[config.mk]
export PLATFORM = sky130hd
export DESIGN_NAME = flit_traffic_gen
export DESIGN_NICKNAME = d
export VERILOG_FILES = /design/src/rtl/flit_gen_pkg.sv /design/src/rtl/flit_pattern_step.sv /design/src/rtl/flit_traffic_gen.sv
export SDC_FILE = /design/constraint.sdc
export NUM_CORES = 1
export LEC_CHECK = 0
export ABC_AREA = 1
export ABC_CLOCK_PERIOD_IN_PS = 4800
export CORE_MARGIN = 3
export CORE_UTILIZATION = 55
export DETAILED_ROUTE_END_ITERATION = 7
export GPL_TIMING_DRIVEN = 1
export MAX_ROUTING_LAYER = met4
export PLACE_DENSITY = 0.93
export SLEW_MARGIN = 20
export SYNTH_ARGS = -nofsm -noshare
export SYNTH_HDL_FRONTEND = slang
export SYNTH_SLANG_ARGS = --single-unit
[constraint.sdc]
create_clock -name clk -period 4.8 [get_ports clk]
set_input_delay 0.96 -clock clk [delete_from_list [all_inputs] [get_ports clk]]
set_output_delay 0.96 -clock clk [all_outputs]
set_load 0.1 [all_outputs]
[src/rtl/flit_gen_pkg.sv]
// Shared definitions for flit_traffic_gen: FSM state encodings, activity-mode encodings
// and the default Galois feedback mask.
package flit_gen_pkg;

  typedef logic [1:0] state_e;

  localparam state_e ST_IDLE = 2'd0;
  localparam state_e ST_SEND = 2'd1;
  localparam state_e ST_GAP  = 2'd2;
  localparam state_e ST_DONE = 2'd3;

  localparam logic MODE_JOHNSON = 1'b0;
  localparam logic MODE_LFSR    = 1'b1;

  // x^26 + x^6 + x^2 + x + 1 for a 26-bit pattern.
  localparam logic [25:0] DEFAULT_LFSR_TAPS = 26'h2000023;

endpackage

[src/rtl/flit_pattern_step.sv]
// Pattern register P for flit_traffic_gen: load selects the initial value for the chosen
// mode (latched at load), step advances it as a Johnson counter or a Galois LFSR.
module flit_pattern_step
  import flit_gen_pkg::*;
#(
  parameter int unsigned     W    = 26,
  parameter logic [W-1:0]    TAPS = W'(DEFAULT_LFSR_TAPS)
) (
  input  logic         clk,
  input  logic         rst_n,
  input  logic         load,
  input  logic         step,
  input  logic         mode,
  input  logic [W-1:0] seed,
  output logic [W-1:0] pattern
);

  logic [W-1:0] pat_q, pat_d;
  logic         mode_q, mode_d;
  logic [W-1:0] seed_fixed;
  logic [W-1:0] johnson_next;
  logic [W-1:0] lfsr_next;

  // An all-zero seed would lock the LFSR, so it is promoted to 1.
  assign seed_fixed   = (seed == '0) ? W'(1) : seed;
  assign johnson_next = {pat_q[W-2:0], ~pat_q[W-1]};
  assign lfsr_next    = (pat_q >> 1) ^ (pat_q[0] ? TAPS : '0);

  always_comb begin
    pat_d  = pat_q;
    mode_d = mode_q;
    if (load) begin
      mode_d = mode;
      pat_d  = (mode == MODE_LFSR) ? seed_fixed : '0;
    end else if (step) begin
      pat_d = (mode_q == MODE_LFSR) ? lfsr_next : johnson_next;
    end
  end

  always_ff @(posedge clk or negedge rst_n) begin
    if (!rst_n) begin
      pat_q  <= '0;
      mode_q <= MODE_JOHNSON;
    end else begin
      pat_q  <= pat_d;
      mode_q <= mode_d;
    end
  end

  assign pattern = pat_q;

endmodule

[src/rtl/flit_traffic_gen.sv]
// Flit stimulus source: NUM_PKT packets of PAYLOAD flits separated by GAP idle cycles.
// Define FLIT_GEN_IDLE_ZERO_EN to force input1/input2 to zero whenever valid is low.
module flit_traffic_gen
  import flit_gen_pkg::*;
#(
  parameter int unsigned      N         = 13,
  parameter int unsigned      PAYLOAD   = 20,
  parameter int unsigned      GAP       = 7,
  parameter int unsigned      NUM_PKT   = 10,
  parameter logic [2*N-1:0]   LFSR_SEED = (2*N)'(1),
  parameter logic [2*N-1:0]   LFSR_TAPS = (2*N)'(DEFAULT_LFSR_TAPS)
) (
  input  logic         clk,
  input  logic         rst_n,
  input  logic         start,
  input  logic         mode,
  input  logic         ready,
  output logic         valid,
  output logic [N-1:0] input1,
  output logic [N-1:0] input2,
  output logic         sop,
  output logic         eop,
  output logic         busy,
  output logic         done,
  output logic [15:0]  pkt_cnt
);

  localparam int unsigned FW = $clog2(PAYLOAD + 1);
  localparam int unsigned GW = (GAP > 0) ? $clog2(GAP + 1) : 1;
  localparam logic [FW-1:0] FLIT_LAST = FW'(PAYLOAD - 1);
  localparam logic [GW-1:0] GAP_LAST  = GW'(GAP - 1);

  state_e          state_q, state_d;
  logic [FW-1:0]   flit_cnt_q, flit_cnt_d;
  logic [GW-1:0]   gap_cnt_q, gap_cnt_d;
  logic [15:0]     pkt_cnt_q, pkt_cnt_d;
  logic            load, step;
  logic [2*N-1:0]  pattern;

  flit_pattern_step #(
    .W    (2 * N),
    .TAPS (LFSR_TAPS)
  ) u_pattern (
    .clk     (clk),
    .rst_n   (rst_n),
    .load    (load),
    .step    (step),
    .mode    (mode),
    .seed    (LFSR_SEED),
    .pattern (pattern)
  );

  // P is stepped only when another flit follows immediately, or on leaving GAP, so the
  // pattern register itself holds the last presented flit while valid is low.
  always_comb begin
    state_d    = state_q;
    flit_cnt_d = flit_cnt_q;
    gap_cnt_d  = gap_cnt_q;
    pkt_cnt_d  = pkt_cnt_q;
    load       = 1'b0;
    step       = 1'b0;
    unique case (state_q)
      ST_IDLE, ST_DONE: begin
        if (start) begin
          state_d    = ST_SEND;
          load       = 1'b1;
          flit_cnt_d = '0;
          gap_cnt_d  = '0;
          pkt_cnt_d  = '0;
        end
      end
      ST_SEND: begin
        if (ready) begin
          if (flit_cnt_q == FLIT_LAST) begin
            flit_cnt_d = '0;
            pkt_cnt_d  = pkt_cnt_q + 16'd1;
            if ((NUM_PKT != 0) && (pkt_cnt_d == 16'(NUM_PKT))) begin
              state_d = ST_DONE;
            end else if (GAP == 0) begin
              step = 1'b1;
            end else begin
              state_d   = ST_GAP;
              gap_cnt_d = '0;
            end
          end else begin
            flit_cnt_d = flit_cnt_q + 1'b1;
            step       = 1'b1;
          end
        end
      end
      ST_GAP: begin
        if (gap_cnt_q == GAP_LAST) begin
          state_d   = ST_SEND;
          gap_cnt_d = '0;
          step      = 1'b1;
        end else begin
          gap_cnt_d = gap_cnt_q + 1'b1;
        end
      end
      default: state_d = ST_IDLE;
    endcase
  end

  always_ff @(posedge clk or negedge rst_n) begin
    if (!rst_n) begin
      state_q    <= ST_IDLE;
      flit_cnt_q <= '0;
      gap_cnt_q  <= '0;
      pkt_cnt_q  <= '0;
    end else begin
      state_q    <= state_d;
      flit_cnt_q <= flit_cnt_d;
      gap_cnt_q  <= gap_cnt_d;
      pkt_cnt_q  <= pkt_cnt_d;
    end
  end

  assign valid   = (state_q == ST_SEND);
  assign sop     = valid && (flit_cnt_q == '0);
  assign eop     = valid && (flit_cnt_q == FLIT_LAST);
  assign busy    = (state_q == ST_SEND) || (state_q == ST_GAP);
  assign done    = (state_q == ST_DONE);
  assign pkt_cnt = pkt_cnt_q;

`ifdef FLIT_GEN_IDLE_ZERO_EN
  assign input1 = valid ? pattern[N-1:0]   : '0;
  assign input2 = valid ? pattern[2*N-1:N] : '0;
`else
  assign input1 = pattern[N-1:0];
  assign input2 = pattern[2*N-1:N];
`endif

endmodule
==> impl_metrics.json, run 1 <==
{
  "ctsHoldBuffers": 0,
  "cts_root_buffer": "clkbuf_8",
  "netlist_instances": 372,
  "worstPathRequired_ns": 3.84,
  "floorplan.die.width_um": 78.5,
  "vias": 2800,
  "cts_tree": "built",
  "floorplan.die_area_um2": 6160,
  "postSynthRegisterBits": 53,
  "floorplan.rows": 25,
  "detail_route.iter0.violations": 341,
  "transition_at_the_pin_with_the_smallest_max_transition_slack_ns": 0.992,
  "outcome": "finished, final reports clean",
  "hp-class": "flop to flop",
  "fin_crit_sh_pct": 72.1,
  "ctsLongestPathBuffers": 2,
  "dp_hpwl_um": 4960,
  "endpoint_kind": "primary output",
  "maximum_number_of_pins_on_one_net_before_global_route_repair": 54,
  "track_usage_pct": 25.8,
  "cts_sink_count": 53,
  "final-max-slew-violation-count": 0,
  "timing.critical_path.slowest_cell_delay_ns": 1.14,
  "cp_slowest_cell": "clkdlybuf4s50_1",
  "drv_cap": 0,
  "postSynthAreaPerCell_um2": 7.76,
  "post_synth_num_cell_types": 28,
  "cts_inserted_buffers": 5,
  "synth_fp_nets": 384,
  "global_route.overflow_total": 0,
  "critical_path_arrival_ns": 2.50,
  "crit_path_start_kind": "flop",
  "path_buf_inv": 3,
  "cp_cell_sequence": "inv_1 -> ha_1 -> inv_1 -> nor2_1 -> clkdlybuf4s50_1",
  "grt_setup_unrepaired": "no",
  "finClkSkew_ns": 0.00454,
  "place_ws_ns": 1.71,
  "avgRoutedWirePerCell_um": 14.6,
  "drc_errors": 0,
  "nNetsFinal": 434,
  "port_buffers": 51,
  "post-route-worst-setup-slack_ns": 1.34,
  "chipHeight_um": 78.5,
  "cts.htree.levels": 2,
  "postCtsSetupBuffers": 0,
  "drt_first_pass_iters": 6,
  "clk_transition_reported_paths_ns": 0.09,
  "finalWorstPathRequiredPeriod_ns": 3.46,
  "antenna_violating_nets_post_route": 0,
  "worst-setup-path-type": "flop to primary output",
  "final-setup-viol-count": 0,
  "area_of_the_placeable_core_um2": 4910,
  "cts_repair_resize_count": 0,
  "routed_via_density": 5.71,
  "fmaxAchievable_mhz": 289,
  "number_of_antenna_violations_at_the_first_check_in_global_routing": 0,
  "routabilityCongestion": 0.917,
  "synthesis.area_um2": 2890,
  "antenna-diode-count": 0,
  "areaGrowthSynthToFinish_pct": 23.4,
  "ioPinCount": 52,
  "wirelength_um": 7140,
  "final_hold_viol_count": 0,
  "setup-tns-final_ns": 0,
  "ys_seq_area_share_pct": 45.9,
  "ys.warnings.count": 0,
  "critical-path-top-delay-family": "buffers and inverters",
  "initial_standard_cell_utilization_of_the_core_pct": 58.8,
  "worst-path-max-fanout": 5,
  "post_route_cells_drive_above_1_share_pct": 7.33,
  "grt_pass1_vias": 2640,
  "insertion_delay_ns": 0.31,
  "grt_first_pass_wirelength_um": 12300,
  "cp_common_cell": "inv_1",
  "slew_headroom_pct": 33.7
}
[flip-flops by register name, summed over array words and instances, names as in the netlist]
register,cells
flit_cnt_q,5
u_pattern.pattern,26
u_pattern.mode_q,1
state_q,2
pkt_cnt,16
gap_cnt_q,3
[metal layers]
layer	wire length [µm]	part of all wire, %	GRT usage [%]	vias up
li1	-	-	-	1334
met1	2980	42	32.4	1300
met2	3500	49	42.7	148
met3	501	7.0	4.13	18
met4	161	2.3	8.57	0
met5	0	0	-	-
[path summary, 6_finish.rpt]
kind,startpoint,to,slack (ns),cells after the start
worst max-delay path,state_q[1]$_DFFE_PN0P_,eop,1.34,5
worst min-delay path,u_pattern.pattern[16]$_DFFE_PN0P_,u_pattern.pattern[16]$_DFFE_PN0P_,0.56,2
worst max register to register,flit_cnt_q[0]$_DFFE_PN0P_,u_pattern.pattern[13]$_DFFE_PN0P_,2.29,10
worst min register to register,u_pattern.pattern[16]$_DFFE_PN0P_,u_pattern.pattern[16]$_DFFE_PN0P_,0.56,2
max in group asynchronous,rst_n,pkt_cnt[3]$_DFFE_PN0P_,3.61,2
min in group asynchronous,rst_n,flit_cnt_q[4]$_DFFE_PN0P_,0.74,2
[final cells by class]
cell class | instances | area [µm²]
fillers | 381 | 1350
multi-input cells | 259 | 1330
flip-flops and latches | 53 | 1330
repair buffers | 52 | 513
inverters | 51 | 191
clock buffers | 7 | 86.3
well taps | 67 | 83.8
clock inverters | 1 | 30.0
[Yosys cell counts, drive strengths merged]
cell / count / area share [%]
nand2: 99 / 13
dfrtp: 53 / 46
inv: 51 / 6.6
o21ai: 43 / 7.6
nor2: 32 / 5.6
o22ai: 26 / 5.6
nand3: 23 / 4.3
a21oi: 7 / 1.2
ha: 7 / 3.0
clkbuf: 6 / 0.78
nand4: 5 / 1.1
nor3: 5 / 0.87
xor2: 5 / 1.5
buf: 3 / 0.56
a32o: 2 / 0.69
and3: 1 / 0.22
o211ai: 1 / 0.26
o221ai: 1 / 0.30
o32ai: 1 / 0.30
or2: 1 / 0.22
[logic make-up after synthesis]
kind of cell	count (synthesis)	synth area share (%)
and+or+nand+nor	166	25.6
AOI/OAI and AO/OA	81	16.0
buffers and inverters	60	7.97
DFF	53	45.9
adders and majority gates	7	3.03
xor gates and xnor gates	5	1.52
[layout by cell type, fill, tap and decap left out, drive strengths merged, types with 2 or more instances in the layout]
cell / count
nand2: 99
dfrtp: 53
inv: 51
clkdlybuf4s50: 50
o21ai: 43
nor2: 32
o22ai: 26
nand3: 23
a21oi: 7
ha: 7
clkbuf: 7
nand4: 5
xor2: 5
nor3: 5
a32o: 2
buf: 2
[through the flow]
stage,instance area [µm²],hold slack [ns],utilization [%],std cells
2_1_floorplan,2890,0.484,-,372
3_3_place_gp,3450,0.505,70.2,482
3_5_place_dp,3450,0.519,70.2,482
4_1_cts,3560,0.556,72.5,490
5_1_grt,3560,0.586,72.5,490
6_report,3560,0.558,72.5,490
[tightest hold or removal path: cells and delay by family, from the launching register on]
kind / cells / cell delay, ns
and+or+nand+nor: 1 / 0.06
AOI/OAI and AO/OA: 1 / 0.06
DFF: 1 / 0.40
Power of run 1 is not shown: default switching activity piles up to over one toggle a cycle in this logic, so the estimate is an artifact.
==> run 2: changes to the inputs <==
--- a/config.mk
+++ b/config.mk
@@ -6,13 +6,13 @@
 export NUM_CORES = 1
 export LEC_CHECK = 0
 export ABC_AREA = 1
-export ABC_CLOCK_PERIOD_IN_PS = 4800
+export ABC_CLOCK_PERIOD_IN_PS = 3100
 export CORE_MARGIN = 3
-export CORE_UTILIZATION = 55
+export CORE_UTILIZATION = 47
 export DETAILED_ROUTE_END_ITERATION = 7
 export GPL_TIMING_DRIVEN = 1
 export MAX_ROUTING_LAYER = met4
-export PLACE_DENSITY = 0.93
+export PLACE_DENSITY = 0.86
 export SLEW_MARGIN = 20
 export SYNTH_ARGS = -nofsm -noshare
 export SYNTH_HDL_FRONTEND = slang
==> constraint.sdc (replaced) <==
create_clock -name clk -period 3.1 [get_ports clk]
set_input_delay 0.62 -clock clk [delete_from_list [all_inputs] [get_ports clk]]
set_output_delay 0.62 -clock clk [all_outputs]
set_load 0.1 [all_outputs]
==> run 2 against run 1 <==
Effect of this change:
- count of clock-buffer cells in the layout down 1
- sequential cell count unchanged
- core utilization down 12 points
- worst hold slack worse by 0.15 ns
- die area up 16%
- setup slack worse by 0.55 ns
- register-to-register slack worse by 1.3 ns
- non-clock buffer count up 2
==> impl_metrics.json, run 2 (synthesis gave the netlist of run 1 again) <==
{
  "cts_inserted_buffers": 5,
  "nNetsFinal": 436,
  "critical_path_arrival_ns": 1.69,
  "final-setup-viol-count": 0,
  "cts.htree.levels": 2,
  "final_common_cell": "nand2_1",
  "layout.cells.most_common_list": "nand2_1 (95), dfrtp_1 (53), buf_4 (50)",
  "fin_crit_sh_pct": 74.5,
  "drt_first_pass_iters": 4,
  "detail_route.iter0.violations": 163,
  "routabilityCongestion": 0.917,
  "post_route_cells_drive_above_1_share_pct": 19.3,
  "fmaxAchievable_mhz": 433,
  "cts_sink_count": 53,
  "floorplan.die_area_um2": 7120,
  "final_hold_viol_count": 0,
  "endpoint_kind": "primary output",
  "cp_slowest_cell": "dfrtp_1",
  "clk_transition_reported_paths_ns": 0.09,
  "port_buffers": 51,
  "placed_cell_area_um2": 3350,
  "area_of_the_placeable_core_um2": 5710,
  "grt_pass1_vias": 2604,
  "global_route.overflow_total": 0,
  "chipHeight_um": 84.4,
  "timing.critical_path.slowest_cell_delay_ns": 0.43,
  "worst-setup-path-type": "flop to primary output",
  "ctsHoldBuffers": 0,
  "crit_path_start_kind": "flop",
  "transition_at_the_pin_with_the_smallest_max_transition_slack_ns": 0.664,
  "hp-class": "primary input to asynchronous set/reset pin",
  "drv_cap": 0,
  "postLayoutCellArea_um2": 3440,
  "cts_root_buffer": "clkbuf_8",
  "wirelength_um": 6920,
  "ctsLongestPathBuffers": 2,
  "slew_headroom_pct": 55.7,
  "number_of_antenna_violations_at_the_first_check_in_global_routing": 0,
  "finClkSkew_ns": 0.00692,
  "grt_setup_unrepaired": "no",
  "insertion_delay_ns": 0.31,
  "floorplan.rows": 27,
  "initial_standard_cell_utilization_of_the_core_pct": 50.6,
  "maximum_number_of_pins_on_one_net_before_global_route_repair": 54,
  "worstPathRequired_ns": 2.48,
  "setup-tns-final_ns": 0,
  "antenna-diode-count": 0,
  "fillCellCount": 506,
  "antenna_violating_nets_post_route": 0,
  "postCtsSetupBuffers": 0,
  "routed_via_density": 5.52,
  "cp_cell_sequence": "inv_1 -> ha_1 -> inv_1 -> nor2_2 -> buf_4",
  "vias": 2744,
  "areaGrowthSynthToFinish_pct": 19.0,
  "outcome": "finished, final reports clean",
  "cts_tree": "built",
  "grt_first_pass_wirelength_um": 11800,
  "drc_errors": 0,
  "cts_repair_resize_count": 0,
  "cp_common_cell": "inv_1",
  "finalWorstPathRequiredPeriod_ns": 2.31,
  "avgRoutedWirePerCell_um": 13.9,
  "ioPinCount": 52,
  "fin_worst_hold_slack_ns": 0.410,
  "final-max-slew-violation-count": 0,
  "dp_hpwl_um": 5030,
  "largest_register_ffs": 26,
  "track_usage_pct": 20.4,
  "worst-path-max-fanout": 5,
  "floorplan.die.width_um": 84.4
}
[run 2: cell types whose count changed in the layout (fill, tap and decap cells not counted)]
cell             change
bufinv_16            -1
nor2_1               -2
buf_4               +49
nor2_2               +2
clkdlybuf4s50_1     -47
clkbuf_8             -1
clkinv_2             +2
[run 2: layout make-up]
class	count	area (µm²)	area share, %
clock buffers	6	72.6	2.11
clock inverters	2	10.0	0.291
inverters	51	191	5.57
multi-input cells	259	1340	38.9
flip-flops and latches	53	1330	38.6
well taps	72	90.1	2.62
repair buffers	54	410	11.9
[run 2: routing by layer]
layer  routed length [µm]  vias up  GRT usage (%)
li1                     -     1336              -
met3                  311       17           2.94
met1                 3160     1304           25.9
met2                 3280       87           33.1
met4                  163        0           7.91
met5                    0        -              -
[run 2: worst max-delay path: cells and delay by family, from the launching register on]
family / cells / cell delay (ns)
fa+ha+maj: 1 / 0.26
buf+inv: 3 / 0.56
flops: 1 / 0.43
simple gates: 1 / 0.14
[run 2: worst paths after layout]
| path | endpoint | cells after the start | slack [ns] | startpoint |
|---|---|---|---|---|
| setup reg to reg | pkt_cnt[14]$_DFFE_PN0P_ | 8 | 0.96 | state_q[1]$_DFFE_PN0P_ |
| min in group clk | gap_cnt_q[2]$_DFFE_PN0P_ | 2 | 0.53 | gap_cnt_q[2]$_DFFE_PN0P_ |
| setup / recovery | eop | 5 | 0.79 | state_q[1]$_DFFE_PN0P_ |
| hold / removal | pkt_cnt[11]$_DFFE_PN0P_ | 2 | 0.41 | rst_n |
| hold reg to reg | gap_cnt_q[2]$_DFFE_PN0P_ | 2 | 0.53 | gap_cnt_q[2]$_DFFE_PN0P_ |
| max in group asynchronous | gap_cnt_q[0]$_DFFE_PN0P_ | 2 | 2.23 | rst_n |
[run 2: stage by stage]
| step | cells | util, % | setup slack, ns |
|---|---|---|---|
| floorplan | 372 | - | -0.0463 |
| global placement | 489 | 58.8 | 0.838 |
| detailed placement | 489 | 58.8 | 0.716 |
| CTS | 497 | 60.2 | 0.801 |
| global route | 497 | 60.2 | 0.674 |
| finish | 497 | 60.2 | 0.789 |
Power of run 2 is left out for the same reason.
==> patch (settings of run 2) <==
The option `FLIT_GEN_IDLE_ZERO_EN` is turned on by a define.
--- a/src/rtl/flit_traffic_gen.sv
+++ b/src/rtl/flit_traffic_gen.sv
@@ -1,4 +1,6 @@
 // Flit stimulus source: NUM_PKT packets of PAYLOAD flits separated by GAP idle cycles.
 // Define FLIT_GEN_IDLE_ZERO_EN to force input1/input2 to zero whenever valid is low.
+`define FLIT_GEN_IDLE_ZERO_EN
+
 module flit_traffic_gen
   import flit_gen_pkg::*;
Behaviour: no difference found for any inputs over 10 cycles, from zero or initial values and one cycle with rst_n low; that may be too few to reach the edited logic, so the function may still have changed.
==> patch against run 2 <==
Routed wire length increased by 2.4%. Clock skew increased by 0.0068 ns. Count of clock-buffer cells in the layout decreased by 1. Non-clock buffer count increased by 1. Core utilization decreased by 2.8 points. Synthesized cell count increased by 18%. Setup slack got worse by 0.13 ns. Sequential share of layout area decreased by 2.4 points. Design area increased by 6.6%. Die area increased by 7.1%. Synthesized area increased by 7.6%. Sequential cell count unchanged. Critical endpoint is now input1[0]. Highest routed layer unchanged.
Power is left out: the tool's default activity adds up to more than one toggle a clock period on the data nets, which glitch-free logic cannot reach.
==> patch: results (changes against run 2) <==
- Sequential share of the synthesized area: 42.7% (-3.3 points)
- Final WL: 7.08 mm (+2.4%)
- Root buf cell: clkbuf_8
- Layout cells sized above 1: 16.1% (-3.2 points)
- Worst-Skew Late Latency: 0.31 ns (about the same)
- Drt initial violations: 184 (+13%)
- Status: completed
- Commonest cells in the netlist: nand2_1, inv_1, o21ai_0
- Ys flop type: dfrtp_1
- CTS Buf Count: 5 (unchanged)
- Gate Count Post-Synth: 440 (+18%)
- Finished Layout Cells: 567 (+14%)
- Setup crit start: state_q[1]
- Global-route wire length before repair: 12.3 mm (+4.0%)
- Final HPWL DP: 5.15 mm (+2.4%)
- Worst Clk Skew: 0.0138 ns (+0.00683 ns)
- Overall Global Routing Usage: 20.2% (-0.20 points)
- Vias: 2949 (+7.5%)
- Largest net degree at the start of global routing: 34 (-37%)
- Post-synth cell types: 27 (-3.6%)
- Nets: 501 (+15%)
- DP Worst Slack: 0.750 ns (+0.0339 ns)
- Critical path peak fanout: 26 (+21)
- # port buffers: 51 (unchanged)
- Worst Path Arrival: 1.82 ns (+0.13 ns)
- Slew @ Worst Pin: 0.648 ns (-0.0163 ns)
- Clock tree buffer depth: 2 (unchanged)
- Synth top area cells: dfrtp_1, nand2_1, inv_1
- Initial antenna violation count: 0 (unchanged)
- Async SR Flop Fraction: 100% (unchanged)
- Final RePlAce weighted congestion: 0.870 (-5.1%)
- Setup violations, final: 0 (unchanged)
- Dpl cells: 559 (+14%)
- Vias in the first global route: 2761 (+6.0%)
- Syn nets: 452 (+18%)
- CTS clock-pin slew for the worst setup and hold paths: roughly 0.1 ns
- FF-to-FF Start: flit_cnt_q[0]
- DRT Pass-1 Iters: 4 (unchanged)
- Worst min-delay path class: in2async
- Post-CTS sizing: 0 (unchanged)
- # fillers: 615 (+22%)
- Post-CTS setup buffer count: 0 (unchanged)
-- patch: cell count changes in the layout (fill, tap and decap cells not counted), moves of 3 or more --
cell,run 2,this run
a21oi_1,7,4
inv_1,47,75
nand2_1,95,135
nand3_1,21,18
nor2_1,19,23
nor2_2,10,6
o21ai_0,42,54
xor2_1,5,2
-- patch: worst paths after layout --
| check | depth (start not counted) | endpoint | slack (ns) |
|---|---|---|---|
| worst max register to register | 11 | u_pattern.pattern[18] | 0.94 |
| worst min register to register | 2 | gap_cnt_q[2] | 0.53 |
| min in group clk | 2 | gap_cnt_q[2] | 0.53 |
| max in group asynchronous | 2 | u_pattern.pattern[23] | 2.03 |
| worst max-delay path | 6 | input1[0] | 0.66 |
| worst min-delay path | 1 | pkt_cnt[6] | 0.26 |
-- patch: critical path: stages, from the launching register on --
cell and delay [ns]:
dfrtp_1 0.43, inv_1 0.07, ha_2 0.25, buf_4 0.30, nand2_1 0.11, inv_1 0.07
buf_4 0.28
-- patch: area by class of cell --
type,count,area (um2),share of cell area (%)
inverter,79,297,8.09
sequential,53,1330,36.2
tap,77,96.3,2.63
timing repair buffer,55,418,11.4
clock buffer,5,68.8,1.88
multi-input combinational,295,1430,39.1
clock inverter,3,26.3,0.717
-- patch: metrics by stage --
stage / hold slack (ns) / instance area [um2]
after detailed placement: 0.508 / 3570
final: 0.259 / 3660
after global routing: 0.284 / 3660
after floorplan: 0.324 / 3110
after CTS: 0.272 / 3660
after global placement: 0.489 / 3570
-- patch: logic make-up after synthesis --
family / after synthesis / synth area share (%)
DFF: 53 / 42.7
AOI/OAI and AO/OA: 87 / 15.3
buffers and inverters: 92 / 11.4
adders and majority gates: 7 / 2.82
xor gates and xnor gates: 2 / 0.564
and+or+nand+nor: 199 / 27.3
-- patch: routing by layer --
layer | up-vias | track usage, % | share of wire (%)
li1 | 1490 | - | -
met1 | 1376 | 26.7 | 44
met2 | 77 | 33.2 | 50
met3 | 6 | 3.03 | 5.0
met4 | 0 | 4.04 | 0.66
met5 | - | - | 0
